`config.mk`:
```
export PLATFORM = sky130hd
export DESIGN_NAME = ledmatrix_pattern_gen
export DESIGN_NICKNAME = d
export VERILOG_FILES = /design/src/rtl/ledmatrix_pattern_gen.sv
export SDC_FILE = /design/constraint.sdc
export NUM_CORES = 1
export LEC_CHECK = 0
export BUFFER_PORTS_ARGS = -buffer_cell sky130_fd_sc_hd__buf_4
export CAP_MARGIN = 0
export CELL_PAD_IN_SITES_DETAIL_PLACEMENT = 0
export CELL_PAD_IN_SITES_GLOBAL_PLACEMENT = 1
export CORE_UTILIZATION = 39
export CTS_CLUSTER_SIZE = 8
export DETAILED_ROUTE_END_ITERATION = 8
export GPL_ROUTABILITY_DRIVEN = 0
export PLACE_DENSITY = 0.79
export SETUP_SLACK_MARGIN = 0.1
export SYNTH_ARGS = -nofsm -noshare
export SYNTH_HDL_FRONTEND = slang
export SYNTH_SLANG_ARGS = --single-unit
```
`constraint.sdc`:
```
create_clock -name clk -period 2.3 [get_ports clk]
set_clock_uncertainty 0.05 [all_clocks]
set_input_delay 0.46 -clock clk [delete_from_list [all_inputs] [get_ports clk]]
set_output_delay 0.46 -clock clk [all_outputs]
set_load 0.03 [all_outputs]
```
`src/rtl/ledmatrix_pattern_gen.sv`:
```
// Frame source for the PMOD LED matrix: steps a ROWS x COLS frame on a
// prescaled tick using one of four run-time selectable patterns. A step
// request is held until the display signals frame_ready, and a host load
// overrides any step in the same cycle.
module ledmatrix_pattern_gen #(
    parameter int          ROWS   = 8,
    parameter int          COLS   = 8,
    parameter int          PERIOD = 600000,
    parameter logic [63:0] TAPS   = 64'h800000000000000d,
    parameter logic [63:0] INIT   = 64'h8000000000000001
) (
    input  logic                   clk,
    input  logic                   rst,
    input  logic [1:0]             mode,
    input  logic                   pause,
    input  logic                   load,
    input  logic [ROWS*COLS-1:0]   load_data,
    input  logic                   frame_ready,
    output logic [ROWS*COLS-1:0]   pixels,
    output logic                   frame_update,
    output logic [15:0]            frame_count
);

    localparam int N  = ROWS * COLS;
    localparam int CW = $clog2(PERIOD + 1);

    // Parameter masks resized to the frame width (truncate or zero-extend).
    localparam logic [N-1:0]  TAPS_N    = N'(TAPS);
    localparam logic [N-1:0]  INIT_N    = N'(INIT);
    localparam logic [N-1:0]  ONE_N     = N'(1);
    localparam logic [CW-1:0] RELOAD    = CW'(PERIOD - 1);

    typedef enum logic [1:0] {
        MODE_HOLD   = 2'd0,
        MODE_LFSR   = 2'd1,
        MODE_WALK   = 2'd2,
        MODE_SCROLL = 2'd3
    } mode_t;

    logic [CW-1:0] cnt;
    logic          pending;
    logic          tick;
    logic          step_req;
    logic          advance;
    logic          commit_step;
    logic [N-1:0]  next_frame;

    // Step request: a fresh tick or one that is still waiting for the display.
    always_comb begin
        tick        = ~pause & (cnt == '0);
        step_req    = tick | pending;
        advance     = step_req & frame_ready;
        commit_step = advance & (mode_t'(mode) != MODE_HOLD);
    end

    // Next frame for the selected pattern; all-zero frames re-seed where a
    // pattern would otherwise lock up (scroll keeps an empty frame empty).
    always_comb begin
        next_frame = pixels;
        case (mode_t'(mode))
            MODE_LFSR:   next_frame = (pixels == '0) ? INIT_N
                                      : {pixels[N-2:0], ^(pixels & TAPS_N)};
            MODE_WALK:   next_frame = (pixels == '0) ? ONE_N
                                      : {pixels[N-2:0], pixels[N-1]};
            MODE_SCROLL: begin
                for (int r = 0; r < ROWS; r++) begin
                    next_frame[r*COLS +: COLS] =
                        {pixels[r*COLS +: COLS-1], pixels[r*COLS + COLS - 1]};
                end
            end
            default:     next_frame = pixels;
        endcase
    end

    // Prescaler, pending request, frame register and commit bookkeeping.
    always_ff @(posedge clk or negedge rst) begin
        if (!rst) begin
            cnt          <= '0;
            pending      <= 1'b0;
            pixels       <= INIT_N;
            frame_update <= 1'b0;
            frame_count  <= 16'd0;
        end else if (load) begin
            // Host load wins; a coincident tick is dropped and the cadence restarts.
            cnt          <= RELOAD;
            pending      <= 1'b0;
            pixels       <= load_data;
            frame_update <= 1'b1;
            frame_count  <= frame_count + 16'd1;
        end else begin
            if (!pause) begin
                cnt <= (cnt == '0) ? RELOAD : cnt - CW'(1);
            end
            pending      <= step_req & ~frame_ready;
            frame_update <= commit_step;
            if (commit_step) begin
                pixels      <= next_frame;
                frame_count <= frame_count + 16'd1;
            end
        end
    end

endmodule

```
==> impl_metrics.env, run 1 <==
export IMPL_wire_per_inst_microns=16.5
export IMPL_leakage_nw=3.29
export IMPL_crit_required_ps=2480
export IMPL_dr_total_vias=4564
export IMPL_cts_tree="yes"
export IMPL_cp_start_kind="flip-flop"
export IMPL_pin_count=152
export IMPL_syn2layout_area_growth_pct=34.2
export IMPL_p_per_area_nw_per_um2=753
export IMPL_insertion_delay_ps=350
export IMPL_path_clk_slew_ps=70
export IMPL_h_tree_depth=3
export IMPL_clk_path_buf_depth=2
export IMPL_yosysWarnings=0
export IMPL_synth_cell_types=50
export IMPL_grt_max_degree=71
export IMPL_portBuffers=151
export IMPL_crit_arrival_ps=2300
export IMPL_slew_headroom_pct=66.0
export IMPL_place_area_sq_um=6710
export IMPL_use_met1_pct=29.1
export IMPL_vias_per_cell=5.19
export IMPL_mostFrequentLayoutCells="buf_4 (175), dfrtp_1 (99), nand2_1 (73)"
export IMPL_cts_made_buffers=9
export IMPL_grt_pass1_wl_microns=23100
export IMPL_crit_path_end_kind="flip-flop"
export IMPL_synthArstFlopShare_pct=100
export IMPL_nets=777
export IMPL_hold_violations=0
export IMPL_fin_util_pct=53.7
export IMPL_top_usage_layer="met2"
export IMPL_dieArea_sq_um=14100
export IMPL_grt_overflow_total=0
export IMPL_die_x_microns=119
export IMPL_drtAntennaViolNets=0
export IMPL_coreArea_sq_um=13300
export IMPL_ys_ff_latch=102
export IMPL_synth_edf_count=0
export IMPL_track_usage_pct=21.0
export IMPL_synth_nets=617
export IMPL_slew_violations=0
export IMPL_rows=42
export IMPL_fmax_mhz=472
export IMPL_use_met2_pct=32.6
export IMPL_crit_fanout=7
export IMPL_layout_commonest_cell="buf_4"
export IMPL_rrSetupSlack_ps=180
export IMPL_drtIter0Drc=278
export IMPL_vdd_ir_drop_worst_mv=0.594
export IMPL_clockRootBuffer="clkbuf_16"
export IMPL_criticalPathCategory="flip-flop to flip-flop"
export IMPL_rsz0062_at_grt="yes"
export IMPL_layout_worst_path_cycle_share_pct=92.1
export IMPL_synthFlopType="dfrtp_1"
export IMPL_final_cell_area_sq_um=7140
export IMPL_drive_above_1_share_pct=31.3
export IMPL_maxCapViolations=0
export IMPL_hold_buffers=0
export IMPL_antenna_cells=0
export IMPL_initial_core_util_pct=40.0
export IMPL_avgSynthCellArea_sq_um=9.87
export IMPL_outcome="finished clean"
export IMPL_numClockSinks=102
export IMPL_tightest_slew_ps=510
export IMPL_drt_first_pass_iters=4
export IMPL_syn_instance_count=539
export IMPL_min_period_ps=2120
export IMPL_die_h_microns=119
export IMPL_hold_class="input pin to asynchronous set/reset pin"
export IMPL_syn_area_sq_um=5320
export IMPL_setup_viol=0
export IMPL_drc_errors=0
export IMPL_synth_seq_area_share_pct=48.0
export IMPL_drt_total_wl_microns=14500
export IMPL_final_setup_tns_ps=0
export IMPL_fin_cells=879
export IMPL_dp_hpwl_microns=10400
export IMPL_grt_pass1_vias=4481
export IMPL_place_inst=857
export IMPL_antenna_found_initial=0
export IMPL_use_met3_pct=3.88
==> path summary, 6_finish.rpt <==
path / endpoint / cells past startpoint / startpoint
max in group asynchronous: frame_count[11]$_DFFE_PN0P_ / 2 / rst
hold reg to reg: frame_count[15]$_DFFE_PN0P_ / 1 / frame_count[15]$_DFFE_PN0P_
setup reg to reg: frame_count[12]$_DFFE_PN0P_ / 8 / cnt[1]$_DFFE_PN0P_
min in group clk: pending$_DFF_PN0_ / 3 / frame_ready
setup / recovery: frame_count[12]$_DFFE_PN0P_ / 8 / cnt[1]$_DFFE_PN0P_
hold / removal: cnt[11]$_DFFE_PN0P_ / 1 / rst
==> cell families (layout without fill, tap and decap cells) <==
| kind of cell | count (synthesis) | in the layout | share of synthesized area [%] |
|---|---|---|---|
| xor+xnor | 26 | 26 | 4.28 |
| fa+ha+maj | 7 | 7 | 1.65 |
| mux | 54 | 54 | 10.2 |
| compound gates | 126 | 126 | 14.4 |
| flops | 102 | 102 | 48.0 |
| buf+inv | 40 | 204 | 4.14 |
| simple gates | 184 | 184 | 17.4 |
==> where the power goes <==
part	leakage, nW	switching, mW	total (mW)	internal [mW]
Clock	0.161	0.660	1.66	1.00
Sequential	1.24	0.278	2.28	2.01
Combinational	1.88	0.832	1.43	0.602
Total	3.29	1.77	5.38	3.61
==> final cells by class <==
class                           instances  area, sq um
Multi-Input combinational cell        397         2610
Fill cell                            1199         6150
Timing Repair Buffer                  180         1410
Clock inverter                          4         70.1
Tap cell                              176          220
Inverter                                9         33.8
Sequential cell                       102         2560
Clock buffer                           11          253
==> routing by layer <==
layer | part of all wire (%) | vias to the layer above
met3 | 3.8 | 18
met5 | 0 | -
li1 | - | 2246
met2 | 46 | 95
met4 | 2.0 | 0
met1 | 48 | 2205
==> critical path, cell delays in order (launching register included) <==
cell and delay [ps]:
dfrtp_2 430, inv_2 90, ha_4 130, nor2b_4 160, nand4_1 220, nor4_4 440
buf_6 190, o2111ai_1 130, xnor2_1 160
==> synth_stat cells, types with 5 or more instances <==
| cell type | instances | share of area, % |
|---|---|---|
| o21ai_0 | 68 | 6.4 |
| o211ai_1 | 7 | 0.99 |
| inv_1 | 9 | 0.63 |
| dfrtp_1 | 100 | 47 |
| nor4_1 | 20 | 2.4 |
| buf_6 | 9 | 1.9 |
| ha_1 | 7 | 1.6 |
| nor2b_1 | 6 | 0.71 |
| a21o_1 | 5 | 0.71 |
| nand4_1 | 9 | 1.1 |
| o21bai_1 | 6 | 0.85 |
| nor2_1 | 30 | 2.1 |
| mux2i_1 | 53 | 10 |
| a21oi_1 | 11 | 1.0 |
| xnor2_1 | 23 | 3.8 |
| nor3_1 | 11 | 1.0 |
| nand3_1 | 6 | 0.56 |
| nand2_1 | 74 | 5.2 |
| a22oi_1 | 7 | 0.99 |
| clkbuf_1 | 18 | 1.3 |
==> per-stage QoR <==
step	setup WS, ps	hold WS [ps]	total power [mW]
floorplan	293	114	3.09
global placement	38.2	415	3.72
detailed placement	14.9	415	3.75
CTS	167	38.3	5.42
global route	61.5	59.5	5.64
finish	183	21.3	5.38
==> timing repair <==
action / in CTS / in global routing
buffers inserted: 0 / 6
setup endpoints to repair: 2 / 59
pin swaps: 0 / 6
resized for setup: 1 / 15
cloned: 0 / 1
==> flip-flops by register name (all words and copies together), names as in the netlist <==
signal / count
pending: 1
pixels: 64
frame_count: 16
cnt: 20
frame_update: 1
(Power assumes the default switching activity.)
==> run 2, diff against run 1 <==
- CORE_MARGIN: not set -> 4
- CTS_CLUSTER_DIAMETER: not set -> 200
- SKIP_LAST_GASP: not set -> 1
==> run 2 against run 1 <==
Net effect:
- the flow now finishes with violations (hold timing)
- sequential share of layout area unchanged
- critical path depth unchanged
- largest cell class unchanged
- total power down 3.1%
- worst setup slack better by 18 ps
- sequential cell count is the same
- register-to-register slack better by 20 ps
- sequential power about the same
- fmax grew 0.87%
- count of clock-buffer cells in the layout rose by 3
- worst hold slack worse by 23 ps
- clock power shrank 11%
- combinational power about the same
==> impl_metrics.env, run 2 (synthesis results as in run 1) <==
export IMPL_criticalPathCategory="flip-flop to flip-flop"
export IMPL_rrSetupSlack_ps=200
export IMPL_hold_class="input pin to asynchronous set/reset pin"
export IMPL_top_register="pixels"
export IMPL_vdd_ir_drop_worst_mv=0.535
export IMPL_crit_arrival_ps=2270
export IMPL_rsz0062_at_grt="yes"
export IMPL_fmax_mhz=476
export IMPL_nets=777
export IMPL_wire_per_inst_microns=16.6
export IMPL_place_inst=859
export IMPL_slowest_stage="nor4_4"
export IMPL_grt_pass1_wl_microns=23500
export IMPL_largestRegisters="pixels x64, cnt x20, frame_count x16"
export IMPL_crit_required_ps=2480
export IMPL_drive_above_1_share_pct=31.1
export IMPL_final_cell_area_sq_um=7140
export IMPL_initial_core_util_pct=40.0
export IMPL_dieArea_sq_um=15600
export IMPL_cts_made_buffers=9
export IMPL_drc_errors=0
export IMPL_drt_total_wl_microns=14600
export IMPL_setup_viol=0
export IMPL_path_cells="inv_2 -> ha_2 -> nor2b_4 -> nand4_1 -> nor4_4 -> buf_4 -> o2111ai_1 -> xnor2_1"
export IMPL_p_per_area_nw_per_um2=730
export IMPL_crit_path_end_kind="flip-flop"
export IMPL_layout_commonest_cell="buf_4"
export IMPL_slew_violations=0
export IMPL_slew_headroom_pct=65.6
export IMPL_antenna_found_initial=0
export IMPL_violations="hold timing"
export IMPL_pin_count=152
export IMPL_largest_reg_flops=64
export IMPL_vias_per_cell=5.21
export IMPL_p_total_mw=5.21
export IMPL_clockRootBuffer="clkbuf_16"
export IMPL_clk_path_buf_depth=2
export IMPL_final_setup_tns_ps=0
export IMPL_drtAntennaViolNets=0
export IMPL_path_clk_slew_ps=70
export IMPL_die_h_microns=125
export IMPL_numClockSinks=102
export IMPL_cts_tree="yes"
export IMPL_coreArea_sq_um=13300
export IMPL_fin_cells=880
export IMPL_drtIter0Drc=236
export IMPL_portBuffers=151
export IMPL_drt_first_pass_iters=5
export IMPL_cp_start_kind="flip-flop"
export IMPL_hold_violations=2
export IMPL_insertion_delay_ps=340
export IMPL_h_tree_depth=3
export IMPL_max_stage_delay_ps=410
export IMPL_die_x_microns=125
export IMPL_crit_fanout=7
export IMPL_dp_hpwl_microns=10700
export IMPL_dr_total_vias=4583
export IMPL_outcome="complete, but fails checks"
export IMPL_hold_slack_ps=-1.31
export IMPL_grt_pass1_vias=4524
export IMPL_place_area_sq_um=6770
export IMPL_layout_worst_path_cycle_share_pct=91.3
export IMPL_grt_overflow_total=0
export IMPL_rows=42
export IMPL_antenna_cells=0
export IMPL_mostFrequentLayoutCells="buf_4 (172), dfrtp_1 (99), nand2_1 (74)"
export IMPL_tightest_slew_ps=516
export IMPL_leakage_nw=3.26
export IMPL_grt_max_degree=85
export IMPL_maxCapViolations=0
export IMPL_track_usage_pct=18.4
export IMPL_syn2layout_area_growth_pct=34.2
export IMPL_min_period_ps=2100
## run 2: cell count changes in the layout (fill, tap and decap cells not counted), moves of 2 or more
| cell | previous run | this run |
|---|---|---|
| buf_12 | 4 | 8 |
| clkbuf_1 | 0 | 2 |
| bufinv_16 | 2 | 0 |
| buf_4 | 175 | 172 |
| clkinv_2 | 2 | 0 |
## run 2: report_power, final
part           internal [mW]  total (mW)  switching, mW  leakage [nW]
clock network          0.827        1.48          0.657         0.139
registers               2.01        2.28          0.276          1.24
logic                  0.609        1.45          0.838          1.88
## run 2: path summary, 6_finish.rpt
path                                                   from                           to  depth (start not counted)
worst max-delay path                     cnt[1]$_DFFE_PN0P_  frame_count[15]$_DFFE_PN0P_                          8
worst min-delay path                                    rst           cnt[5]$_DFFE_PN0P_                          1
worst max register to register           cnt[1]$_DFFE_PN0P_  frame_count[15]$_DFFE_PN0P_                          8
worst min register to register  frame_count[15]$_DFFE_PN0P_  frame_count[15]$_DFFE_PN0P_                          1
max in group asynchronous                               rst        pixels[0]$_DFFE_PN1P_                          2
min in group clk                                frame_ready            pending$_DFF_PN0_                          3
## run 2: critical path, delay by kind of cell, from the launching register on
family          cells  cell delay [ps]
simple gates        3              770
flops               1              400
buf+inv             2              290
fa+ha+maj           1              180
xor+xnor            1              160
compound gates      1              130
## run 2: layout make-up
| class | count | area [sq um] |
|---|---|---|
| Clock inverter | 2 | 16.3 |
| Tap cell | 176 | 220 |
| Sequential cell | 102 | 2560 |
| Inverter | 9 | 33.8 |
| Fill cell | 1204 | 6150 |
| Clock buffer | 14 | 274 |
| Multi-Input combinational cell | 397 | 2590 |
| Timing Repair Buffer | 180 | 1450 |
## run 2: stage by stage
step,utilization (%),setup WS (ps)
after floorplan,-,293
after global placement,50.9,130
after detailed placement,50.9,79.1
after CTS,53.1,106
after global routing,53.7,60.0
final,53.7,201
## run 2: what timing repair did
action	CTS	global route
setup endpoints to repair	0	69
resized for setup	0	12
endpoints found under the hold margin	0	0
hold buffers	0	0
setup buffers	0	5
## run 2: routing by layer
metal / up-vias / share of wire, % / wire (microns) / global-route usage [%]
li1: 2253 / - / - / -
met1: 2201 / 47 / 6840 / 25.8
met4: 0 / 1.6 / 229 / 6.06
met5: - / 0 / 0 / 0
met2: 113 / 46 / 6700 / 28.3
met3: 16 / 5.6 / 814 / 4.20
